<file path="config.mk">
export PLATFORM = sky130hd
export DESIGN_NAME = button_conditioner
export DESIGN_NICKNAME = d
export VERILOG_FILES = /design/src/rtl/button_conditioner.sv
export SDC_FILE = /design/constraint.sdc
export NUM_CORES = 1
export LEC_CHECK = 0
export CORE_MARGIN = 5
export CORE_UTILIZATION = 55
export CTS_CLUSTER_SIZE = 12
export DETAILED_ROUTE_END_ITERATION = 8
export PLACE_DENSITY = 0.77
export SLEW_MARGIN = 5
export SYNTH_ARGS = -nofsm -noshare
export SYNTH_HDL_FRONTEND = slang
export SYNTH_SLANG_ARGS = --single-unit
</file>
<file path="constraint.sdc">
create_clock -name fpgaclock -period 3.8 [get_ports fpgaclock]
set_input_delay 0.38 -clock fpgaclock [delete_from_list [all_inputs] [get_ports fpgaclock]]
set_output_delay 0.38 -clock fpgaclock [all_outputs]
set_load 0.01 [all_outputs]
</file>
<file path="src/rtl/button_conditioner.sv">
// Front-panel button conditioner: per-channel 2-FF synchroniser, debounce
// filter, stable level, and single-cycle press / release / long-press pulses
// for the board run-control FSM.
module button_conditioner #(
    parameter int N_BTN           = 3,
    parameter int DEBOUNCE_CYCLES = 500000,
    parameter int CNT_W           = 19,
    parameter int LONG_CYCLES     = 50000000,
    parameter int LONG_W          = 26
) (
    input  logic             fpgaclock,
    input  logic             reset,
    input  logic [N_BTN-1:0] btn_raw,
    output logic [N_BTN-1:0] btn_level,
    output logic [N_BTN-1:0] btn_press,
    output logic [N_BTN-1:0] btn_release,
    output logic [N_BTN-1:0] btn_long,
    output logic             any_press
);

    // Terminal counts: acceptance happens on the edge where the counter
    // already holds the terminal value, so a new level must persist
    // DEBOUNCE_CYCLES synchronised cycles; the hold counter saturates here.
    localparam logic [CNT_W-1:0]  CNT_MAX  = CNT_W'(DEBOUNCE_CYCLES - 1);
    localparam logic [LONG_W-1:0] HOLD_MAX = LONG_W'(LONG_CYCLES - 1);

    logic [N_BTN-1:0]             s1_q, s2_q;
    logic [N_BTN-1:0]             lvl_q, lvl_d;
    logic [N_BTN-1:0][CNT_W-1:0]  cnt_q, cnt_d;
    logic [N_BTN-1:0][LONG_W-1:0] hcnt_q, hcnt_d;
    logic [N_BTN-1:0]             long_done_q, long_done_d;
    logic [N_BTN-1:0]             press_q, press_d;
    logic [N_BTN-1:0]             release_q, release_d;
    logic [N_BTN-1:0]             long_q, long_d;
    logic                         any_q, any_d;

    // Debounce and long-press next-state; every channel is independent.
    always_comb begin
        lvl_d       = lvl_q;
        cnt_d       = cnt_q;
        hcnt_d      = hcnt_q;
        long_done_d = long_done_q;
        press_d     = '0;
        release_d   = '0;
        long_d      = '0;
        for (int i = 0; i < N_BTN; i++) begin
            // Any return to the accepted level discards the partial count.
            if (s2_q[i] == lvl_q[i]) begin
                cnt_d[i] = '0;
            end else if (cnt_q[i] >= CNT_MAX) begin
                lvl_d[i]     = s2_q[i];
                cnt_d[i]     = '0;
                press_d[i]   = s2_q[i];
                release_d[i] = ~s2_q[i];
            end else begin
                cnt_d[i] = cnt_q[i] + CNT_W'(1);
            end

            // Hold timing runs off the accepted level; long_done limits the
            // pulse to one per press however long the button stays down.
            if (lvl_q[i]) begin
                if (hcnt_q[i] != HOLD_MAX) begin
                    hcnt_d[i] = hcnt_q[i] + LONG_W'(1);
                end
                if ((hcnt_q[i] == HOLD_MAX) && !long_done_q[i]) begin
                    long_d[i]      = 1'b1;
                    long_done_d[i] = 1'b1;
                end
            end else begin
                hcnt_d[i]      = '0;
                long_done_d[i] = 1'b0;
            end
        end
        any_d = |press_d;
    end

    // State and output registers; reset clears everything, so a button held
    // through reset is re-debounced and reported as a fresh press.
    always_ff @(posedge fpgaclock) begin
        if (reset) begin
            s1_q        <= '0;
            s2_q        <= '0;
            lvl_q       <= '0;
            cnt_q       <= '0;
            hcnt_q      <= '0;
            long_done_q <= '0;
            press_q     <= '0;
            release_q   <= '0;
            long_q      <= '0;
            any_q       <= 1'b0;
        end else begin
            s1_q        <= btn_raw;
            s2_q        <= s1_q;
            lvl_q       <= lvl_d;
            cnt_q       <= cnt_d;
            hcnt_q      <= hcnt_d;
            long_done_q <= long_done_d;
            press_q     <= press_d;
            release_q   <= release_d;
            long_q      <= long_d;
            any_q       <= any_d;
        end
    end

    assign btn_level   = lvl_q;
    assign btn_press   = press_q;
    assign btn_release = release_q;
    assign btn_long    = long_q;
    assign any_press   = any_q;

endmodule
</file>
==> summary by stage <==
Global route
The first-pass GRT wire length is about 23 mm. Global routing used approximately 19% of the available tracks across all layers. The largest net degree at the start of global routing is 29.

The number of global-route vias before repair was 5236. The initial antenna violation count is 0. The total congestion overflow after global routing is 0.

Synthesis
For this run, the leading register cell type out of synthesis is sky130_fd_sc_hd__dfxtp_1. The number of enable flip-flop cells after synthesis is 0. Synthesis produced 785 cells.

After synthesis, the mean cell area works out to 8.80 um^2. After synthesis, the cell types taking the most area are sky130_fd_sc_hd__dfxtp_1, sky130_fd_sc_hd__nor2_1, sky130_fd_sc_hd__xor2_1. The share of synthesized flip-flops with an asynchronous set or reset is 0%.

The synthesized area is 6910 um^2. The number of nets in the synthesized netlist is approximately 800. The area share of the largest cell type after synthesis is 45.5%.

The post-synthesis sequential area ratio is between 40% and 50%. After synthesis, the netlist uses 58 different library cells. The warning count from the yosys run is 0. The largest total area in the synthesized netlist belongs to sky130_fd_sc_hd__dfxtp_1. The flip-flop and latch count after synthesis is about 160.

Power
Of the total power, combinational logic draws less than 1%. The power per cell area is 451 nW/um^2. The final total power is roughly 0.0035 W.

Net switching is 18.8% of the power. The sequential share of power is between 40% and 50%. The static power due to leakage is 2.53 nW. The clock network is responsible for 52.8% of the overall power. The worst-case IR drop observed on VDD is about 0.36 mV.

The cell-internal power is 0.00288 W. In this run the power spent charging and discharging nets is about 0.00067 W.

Critical path
STA classifies the critical path endpoint as a register. The worst setup path is of the reg -> reg kind. Along the worst path, the maximum fanout reaches 6.

At the worst endpoint, the arrival time is 2.64 ns. The required time of the critical path is 4.07 ns. The kind of launch point of the worst setup path is a register.

Die
The die covers ~15000 um^2. The chip width is between 100 and 150 um. The initialized floorplan defines 41 standard-cell rows. The core region is about 12000 um^2. In this run the vertical extent of the chip is approximately 120 um.

The I/O pin count is 18. Once the floorplan was initialized, standard cells occupied between 50% and 60% of the core.

Routing
The number of detailed-route iterations in the first pass is 4. The post-detailed-route wirelength per cell is 13.7 um. The total via count in the routed design is 5434. The first routing iteration left 404 violations. The routed design has ~13 mm of wire. The number of nets with antenna violations after routing is 0. After detailed routing, the number of remaining DRC violations is 0. In the routed layout, each cell is associated on average with a via count of approximately 5.5.

Worst hold path
The worst min-delay path category is reg -> reg.

CTS
The H-tree was split into 4 levels. Counting the buffers created by CTS gives 17. The clock passes through at most 2 buffers. The clock insertion delay at the later pin of the skew report is between 0.4 and 0.5 ns. Counting every sink on the clock net gives approximately 160.

The number of gates resized after CTS was 0. The post-CTS repair timing setup buffer count is 0. The clock input transition at the sequential cells of the worst setup and hold paths is around 0.06 ns. The root buffer cell chosen for the clock tree is sky130_fd_sc_hd__clkbuf_16.

Hold repair after CTS inserted 0 buffers. The CTS tree is built.

Placement
The post-place setup slack is 1.33 ns. Input and output buffers added on the ports amount to 17. The instance count after placement with tap cells included is between 900 and 1k. Detailed placement ended at an HPWL of ~9.0 mm.

Routability-driven placement finished with a final weighted congestion of 0.831.

Finish
The fraction of final layout cells with drive strength greater than 1 is between 5 and 6%. From synthesis to final layout, the design area changed by 13.6%. The layout has slightly above 1k filler cells. The number of non-filler instances in the completed layout is about 1000. The most common library cell in the layout ignoring fill and taps is sky130_fd_sc_hd__dfxtp_1. In the layout the commonest cells are sky130_fd_sc_hd__dfxtp_1, sky130_fd_sc_hd__nor2_1, sky130_fd_sc_hd__xor2_1.

The number of nets in the final layout is 807. 0 antenna diodes ended up in the layout.

Timing
The final critical-path required period is approximately 2.4 ns. The final critical path takes up 62.5% of the cycle. Final hold analysis gives a worst-case slack of roughly 0.42 ns.

For the pin with the worst max-slew slack, the measured transition is approximately 1.1 ns. The sum of negative setup slack is 0 ns. The count of final max-slew check failures is 0. The post-route worst setup slack is 1.43 ns.

Static timing analysis puts the maximum clock frequency at around 420 MHz. The number of failing hold endpoints at the final stage was 0. The max-slew headroom at the worst pin is between 20% and 30%. Setup repair after global routing left no endpoint under its margin. The maximum clock skew at final layout is between 0.006 and 0.007 ns. Setup violations remaining at the end of the flow were counted as 0.

Job
Across the run, the number of max-cap violations was 0.

Status
The run finished with clean final reports.
==> cells by family (layout without fill, tap and decap cells) <==
logic type | after synthesis | after routing | share of synthesized area (%)
muxes | 5 | 5 | 0.724
AOI/OAI and AO/OA | 58 | 58 | 5.74
xor gates and xnor gates | 106 | 106 | 13.4
and+or+nand+nor | 413 | 413 | 31.2
buffers and inverters | 40 | 64 | 2.35
adders and majority gates | 6 | 6 | 1.09
DFF | 157 | 157 | 45.5
==> registers in the layout, summed over array words and instances (netlist names) <==
| signal | cells |
|---|---|
| btn_level | 3 |
| btn_release | 3 |
| long_done_q | 3 |
| any_press | 1 |
| hcnt_q | 78 |
| s2_q | 3 |
| btn_press | 3 |
| cnt_q | 57 |
| s1_q | 3 |
| btn_long | 3 |
==> path summary, 6_finish.rpt <==
| check | from | to | slack, ns | depth (start not counted) |
|---|---|---|---|---|
| min reg2reg | long_done_q[1] | btn_long[1] | 0.42 | 1 |
| min | long_done_q[1] | btn_long[1] | 0.42 | 1 |
| max | hcnt_q[26] | hcnt_q[46] | 1.43 | 6 |
| max reg2reg | hcnt_q[26] | hcnt_q[46] | 1.43 | 6 |
==> Yosys cell counts, types with 2 or more instances <==
cell / n
sky130_fd_sc_hd__and3_1: 22
sky130_fd_sc_hd__or2_1: 2
sky130_fd_sc_hd__nand2b_1: 6
sky130_fd_sc_hd__xor2_1: 59
sky130_fd_sc_hd__xnor2_1: 47
sky130_fd_sc_hd__or3_1: 11
sky130_fd_sc_hd__and4_1: 17
sky130_fd_sc_hd__buf_2: 3
sky130_fd_sc_hd__nor3_1: 20
sky130_fd_sc_hd__and4b_1: 2
sky130_fd_sc_hd__nor4bb_1: 2
sky130_fd_sc_hd__or2_2: 7
sky130_fd_sc_hd__buf_1: 2
sky130_fd_sc_hd__o21ai_0: 16
sky130_fd_sc_hd__nor3b_1: 4
sky130_fd_sc_hd__clkbuf_1: 19
sky130_fd_sc_hd__nor4b_1: 3
sky130_fd_sc_hd__dfxtp_1: 157
sky130_fd_sc_hd__nor4_1: 14
sky130_fd_sc_hd__inv_1: 14
sky130_fd_sc_hd__mux2i_1: 5
sky130_fd_sc_hd__and2_1: 11
sky130_fd_sc_hd__nor2b_1: 10
sky130_fd_sc_hd__ha_1: 6
sky130_fd_sc_hd__or4_1: 6
sky130_fd_sc_hd__o211ai_1: 6
sky130_fd_sc_hd__o31ai_1: 4
sky130_fd_sc_hd__nand3_1: 49
sky130_fd_sc_hd__a21oi_1: 15
sky130_fd_sc_hd__a21boi_0: 2
sky130_fd_sc_hd__nand4_1: 34
sky130_fd_sc_hd__nor2_1: 143
sky130_fd_sc_hd__nand2_1: 42
==> worst max-delay path, cell delays in order, from the launching register on <==
cell,delay [ns]
sky130_fd_sc_hd__dfxtp_1,0.40
sky130_fd_sc_hd__ha_1,0.19
sky130_fd_sc_hd__nand3_1,0.18
sky130_fd_sc_hd__nor4_1,0.96
sky130_fd_sc_hd__nand4_1,0.22
sky130_fd_sc_hd__xnor2_1,0.22
sky130_fd_sc_hd__nor2_1,0.05
==> power groups by stage <==
stage          combinational [W]  sequential, W  clock [W]
5_1_grt                0.0000210        0.00165    0.00197
2_1_floorplan          0.0000123        0.00169          0
3_3_place_gp           0.0000183        0.00169          0
6_report               0.0000186        0.00165    0.00187
3_5_place_dp           0.0000187        0.00169          0
4_1_cts                0.0000191        0.00165    0.00191
==> final cells by class <==
cell class,instances,area [um^2],area share [%]
Multi-Input combinational cell,588,3610,45.9
Sequential cell,157,3140,40.0
Clock buffer,22,474,6.04
Tap cell,172,215,2.74
Clock inverter,10,185,2.36
Timing Repair Buffer,18,178,2.26
Inverter,14,52.6,0.669
==> through the flow <==
step / cell area (um^2) / utilization, %
2_1_floorplan: 6910 / -
3_3_place_gp: 7190 / 57.7
3_5_place_dp: 7190 / 57.7
4_1_cts: 7850 / 63.0
5_1_grt: 7850 / 63.0
6_report: 7850 / 63.0
==> layer usage <==
| layer | global-route usage, % | routed length (um) | vias to the layer above |
|---|---|---|---|
| met1 | 23.1 | 6070 | 2571 |
| met4 | 7.70 | 200 | 0 |
| met2 | 32.9 | 6740 | 86 |
| met5 | 0 | 0 | - |
| met3 | 5.06 | 452 | 20 |
| li1 | - | - | 2757 |
No activity file was read; power rests on OpenSTA's default activity.
